$ cat config.mk
export PLATFORM = sky130hd
export DESIGN_NAME = max_aggregator
export DESIGN_NICKNAME = d
export VERILOG_FILES = /design/src/rtl/max_aggregator.sv
export SDC_FILE = /design/constraint.sdc
export NUM_CORES = 2
export LEC_CHECK = 0
export CAP_MARGIN = 10
export CORE_AREA = 2 2 398 400
export CTS_CLUSTER_DIAMETER = 120
export CTS_CLUSTER_SIZE = 40
export DETAILED_ROUTE_END_ITERATION = 12
export DIE_AREA = 0 0 400 402
export GPL_TIMING_DRIVEN = 1
export PLACE_DENSITY = 0.7
export SLEW_MARGIN = 15
export SYNTH_ARGS = -nofsm -noshare
export SYNTH_HDL_FRONTEND = slang
export SYNTH_SLANG_ARGS = --single-unit
$ cat constraint.sdc
create_clock -name clk -period 7.16 [get_ports clk]
set_input_delay 1.432 -clock clk [delete_from_list [all_inputs] [get_ports clk]]
set_output_delay 1.432 -clock clk [all_outputs]
set_load 0.005 [all_outputs]
$ cat src/rtl/max_aggregator.sv
// max_aggregator
//   Per-node channel-wise signed max reduction of a neighbor message stream.
//   Each completed node vector is presented downstream as a fixed-length
//   valid window (HOLD_CYCLES) followed by a forced low gap (GAP_CYCLES).
//   While a window is running, the next node keeps accumulating. If that
//   node completes before the window and gap end, it is parked as pending
//   and input is stalled until it is loaded into the output register.
//
// Ports
//   clk        clock
//   rstn       synchronous active-low reset
//   msg_pack   neighbor message, channel c at [(c+1)*B_WIDTH-1 -: B_WIDTH], signed
//   msg_valid  message beat valid
//   msg_last   beat is the final neighbor of the current node
//   msg_ready  beat accepted when msg_valid && msg_ready
//   aggr_pack  aggregated node vector, same packing as msg_pack
//   aggr_valid valid window to the downstream stage
module max_aggregator #(
  parameter int unsigned OUT_C       = 32,
  parameter int unsigned B_WIDTH     = 16,
  parameter int unsigned HOLD_CYCLES = 5,
  parameter int unsigned GAP_CYCLES  = 1
) (
  input  logic                       clk,
  input  logic                       rstn,
  input  logic [OUT_C*B_WIDTH-1:0]   msg_pack,
  input  logic                       msg_valid,
  input  logic                       msg_last,
  output logic                       msg_ready,
  output logic [OUT_C*B_WIDTH-1:0]   aggr_pack,
  output logic                       aggr_valid
);

  localparam int unsigned PACK_W  = OUT_C * B_WIDTH;
  localparam int unsigned CNT_MAX = (HOLD_CYCLES > GAP_CYCLES) ? HOLD_CYCLES : GAP_CYCLES;
  localparam int unsigned CNT_W   = (CNT_MAX > 1) ? $clog2(CNT_MAX) : 1;

  // Most negative value in every channel: identity element for max.
  localparam logic [B_WIDTH-1:0] MIN_CH   = {1'b1, {(B_WIDTH-1){1'b0}}};
  localparam logic [PACK_W-1:0]  MIN_PACK = {OUT_C{MIN_CH}};

  typedef enum logic [1:0] {
    O_IDLE = 2'd0,
    O_HOLD = 2'd1,
    O_GAP  = 2'd2
  } ostate_t;

  ostate_t             state;
  logic [CNT_W-1:0]    cnt;
  logic                pending;
  logic [PACK_W-1:0]   acc;
  logic [PACK_W-1:0]   comb_pack;
  logic                beat_accept;

  // Stall input only while a completed node waits for the output register.
  assign msg_ready   = ~pending;
  assign beat_accept = msg_valid & ~pending;

  // Channel-wise signed max of accumulator and incoming beat; ties keep acc.
  always_comb begin
    comb_pack = acc;
    for (int c = 0; c < int'(OUT_C); c++) begin
      if ($signed(msg_pack[c*B_WIDTH +: B_WIDTH]) > $signed(acc[c*B_WIDTH +: B_WIDTH])) begin
        comb_pack[c*B_WIDTH +: B_WIDTH] = msg_pack[c*B_WIDTH +: B_WIDTH];
      end
    end
  end

  // Output window FSM, accumulator and pending node handling.
  always_ff @(posedge clk) begin
    if (!rstn) begin
      state      <= O_IDLE;
      cnt        <= '0;
      pending    <= 1'b0;
      acc        <= MIN_PACK;
      aggr_pack  <= '0;
      aggr_valid <= 1'b0;
    end else begin
      case (state)
        O_IDLE: begin
          if (pending) begin
            aggr_pack  <= acc;
            acc        <= MIN_PACK;
            pending    <= 1'b0;
            state      <= O_HOLD;
            cnt        <= '0;
            aggr_valid <= 1'b1;
          end
        end
        O_HOLD: begin
          if (cnt == CNT_W'(HOLD_CYCLES - 1)) begin
            state      <= O_GAP;
            cnt        <= '0;
            aggr_valid <= 1'b0;
          end else begin
            cnt <= cnt + CNT_W'(1);
          end
        end
        O_GAP: begin
          if (cnt == CNT_W'(GAP_CYCLES - 1)) begin
            state <= O_IDLE;
            cnt   <= '0;
          end else begin
            cnt <= cnt + CNT_W'(1);
          end
        end
        default: begin
          state      <= O_IDLE;
          cnt        <= '0;
          aggr_valid <= 1'b0;
        end
      endcase

      // An accepted beat never coincides with a pending load (ready is low then).
      if (beat_accept) begin
        if (!msg_last) begin
          acc <= comb_pack;
        end else if (state == O_IDLE) begin
          aggr_pack  <= comb_pack;
          acc        <= MIN_PACK;
          state      <= O_HOLD;
          cnt        <= '0;
          aggr_valid <= 1'b1;
        end else begin
          acc     <= comb_pack;
          pending <= 1'b1;
        end
      end
    end
  end

endmodule

==> flow_metrics.tcl <==
set metrics [dict create \
    drv_slew 0 \
    fin_worst_skew_ns 0.05623 \
    worstPathArrival_ns 5.04 \
    cp.required_ns 7.67 \
    leakage_nw 26.63 \
    peakVddDrop_uv 161.5 \
    htree_levels 2 \
    clk_latency_ns 0.67 \
    area_growth_pct 24.51 \
    worstHoldPathType "reg2reg" \
    netlist_top_cells_area "dfxtp_1 37%, ha_1 12%, a22o_1 5.6%, nand2_1 5.6%, mux2i_1 5.4%" \
    ys_seq_area_share_pct 37.32 \
    ant_nets 0 \
    io_buffers 1029 \
    drive_above_1_share_pct 3.290 \
    core_region_area_um2 157100 \
    dp_hpwl_mm 158.2 \
    path_cells "clkdlybuf4s50_1 -> ha_1 -> nand4_1 -> or4_1 -> a21o_1 -> and4_4 -> a211oi_4 -> o21ai_2 -> a32o_1" \
    drc_errors 0 \
    cts_tree "built" \
    totalWireLength_mm 215.2 \
    cts_resized 0 \
    clock-sinks 1031 \
    die_area_um2 160800 \
    slowest_delay_ns 0.90 \
    critPathLaunchType "input pin" \
    swShare_pct 32.98 \
    grt_overflow 0 \
    grt_pass1_vias 50110 \
    ios 1030 \
    drt_iter0_drc 4034 \
    crit_type "in2reg" \
    antenna_found_initial 100 \
    critPathSlowestCell "a211oi_4" \
    grt_max_degree 194 \
    globalplace.congestion 0.9448 \
    die_y_um 402 \
    cts.reportedPaths.clkPinSlew_ns 0.16 \
    num_rows 146 \
    cts-root-buf "clkbuf_16" \
    n_fill_cell 15330 \
    place_area_um2 67270 \
    cts_setup_buffers 0 \
    ys_types 74 \
    yosysTopAreaCell "dfxtp_1" \
    yosysWarnings 0 \
    max_freq_ghz 0.2210 \
    p_sw_mw 4.375 \
    internal_power_mw 8.890 \
    viasPerCell 5.658 \
    fin_cells 9251 \
    ys_top_cells_by_count "1,031 x dfxtp_1, 822 x nand2_1, 570 x inv_1" \
    combinationalPowerShare_pct 26.4 \
    worstSetupEndpointType "flop" \
    initial_core_util_pct 35.21 \
    grt_pass1_wl_mm 316.6 \
    setup_viol 0 \
    cp_max_fo 21 \
    grt_use_total_pct 25.42 \
    final_util_pct 43.83 \
    hold_viol_final 0 \
    synth-edff-count 0 \
    netlist_area_um2 55310 \
    dp_cells 9119 \
    rsz0062_at_grt "false" \
    outcome "completed" \
    final_cell_area_um2 68860 \
    die_x_um 400 \
    cts_buffers 39 \
    seqPwrFrac_pct 48.5 \
    power.density_nw_per_um2 192.6 \
    ctsHoldBuffers 0 \
    drv_cap 0 \
    synthFlopType "dfxtp_1" \
    relSlewSlack_pct 20.53 \
    synth_area_per_cell_um2 8.664 \
    async_flop_share_pct 0 \
    firstDrtPassIters 6 \
    ctsLongestPathBuffers 3 \
    wire_per_inst_um 23.27 \
    via_count 52340 \
    worst_pin_slew_ns 1.188 \
    synth_top_area_share_pct 37.32 \
    synth_nets 7414 \
    pwr-share-clk_pct 25.1 \
    fin_nets 8118 \
    layout_min_cycle_time_ns 4.524 \
    tns_ns 0 \
    synth_cells 6384 \
    period_share_pct 63.19 \
    synth-seq-cells 1031 \
    synth_most_common_cell "dfxtp_1" \
]
==> power by group through the flow <==
stage	combinational (mW)	sequential, mW	clock, mW
2_1_floorplan	1.91	6.49	0
3_3_place_gp	3.40	6.54	0
3_5_place_dp	3.47	6.55	0
4_1_cts	3.49	6.42	3.40
5_1_grt	3.84	6.47	3.57
6_report	3.51	6.43	3.33
==> cell type report <==
cell class              count  area, µm²  share of cell area (%)
flip-flops and latches   1031      20640                   29.97
well taps                2072       2592                   3.765
inverters                 571       2145                   3.114
diodes                     66      165.2                  0.2398
clock inverters            24      399.1                  0.5796
clock buffers              42      997.2                   1.448
multi-input cells        4345      30990                   45.00
repair buffers           1100      10940                   15.88
==> critical path: cells and delay by family <==
kind | cells | cell delay, ns
compound gates | 4 | 1.86
simple gates | 3 | 0.92
buf+inv | 1 | 0.45
fa+ha+maj | 1 | 0.38
==> registers in the layout, summed over array words and instances (netlist names) <==
signal and count:
acc 512, aggr_pack 512, aggr_valid 1, pending 1, state 2, cnt 3
==> routing by layer <==
layer / part of all wire, % / global-route usage (%)
met5: 0.12 / 0
met4: 5.5 / 14.41
met3: 9.6 / 8.524
met2: 47 / 41.11
met1: 38 / 29.21
==> cells in the final DEF (no fill, tap or decap), types with 63 or more instances in the layout <==
cell type / netlist / routed
ha_1: 514 / 514
nor2_1: 202 / 187
a21oi_1: 537 / 535
diode_2: 0 / 66
nor3_1: 88 / 85
nand3_1: 175 / 174
clkdlybuf4s50_1: 0 / 1028
inv_1: 570 / 570
nand4_1: 108 / 108
buf_4: 12 / 63
mux2i_1: 298 / 295
dfxtp_1: 1031 / 1031
o221ai_1: 120 / 120
a22o_1: 354 / 354
o211ai_1: 381 / 381
nand2_1: 822 / 818
==> logic make-up after synthesis <==
| logic type | Yosys count | share of synthesized area (%) |
|---|---|---|
| AOI/OAI and AO/OA | 1935 | 25.40 |
| and+or+nand+nor | 1591 | 12.99 |
| DFF | 1031 | 37.32 |
| buffers and inverters | 1008 | 7.058 |
| adders and majority gates | 514 | 11.63 |
| muxes | 304 | 5.597 |
| xor gates and xnor gates | 1 | 0.01584 |
==> final timing paths <==
kind / start / end / slack (ns) / depth (start not counted)
worst max-delay path: msg_pack[255] / acc[249]$_SDFFE_PN0P_ / 2.64 / 9
worst min-delay path: acc[55]$_SDFFE_PN0P_ / aggr_pack[55]$_SDFF_PN0_ / 0.47 / 2
worst max register to register: state[0]$_SDFF_PN0_ / acc[446]$_SDFFE_PN0P_ / 3.14 / 7
worst min register to register: acc[55]$_SDFFE_PN0P_ / aggr_pack[55]$_SDFF_PN0_ / 0.47 / 2
==> stage by stage <==
stage / power, mW / setup slack (ns) / hold WS (ns)
2_1_floorplan: 8.400 / 3.358 / 0.4417
5_1_grt: 13.88 / 2.465 / 0.4987
6_report: 13.26 / 2.636 / 0.4710
3_3_place_gp: 9.938 / 2.039 / 0.4522
4_1_cts: 13.31 / 2.741 / 0.4762
3_5_place_dp: 10.01 / 1.971 / 0.4541
Power figures use the tool's default switching activity.
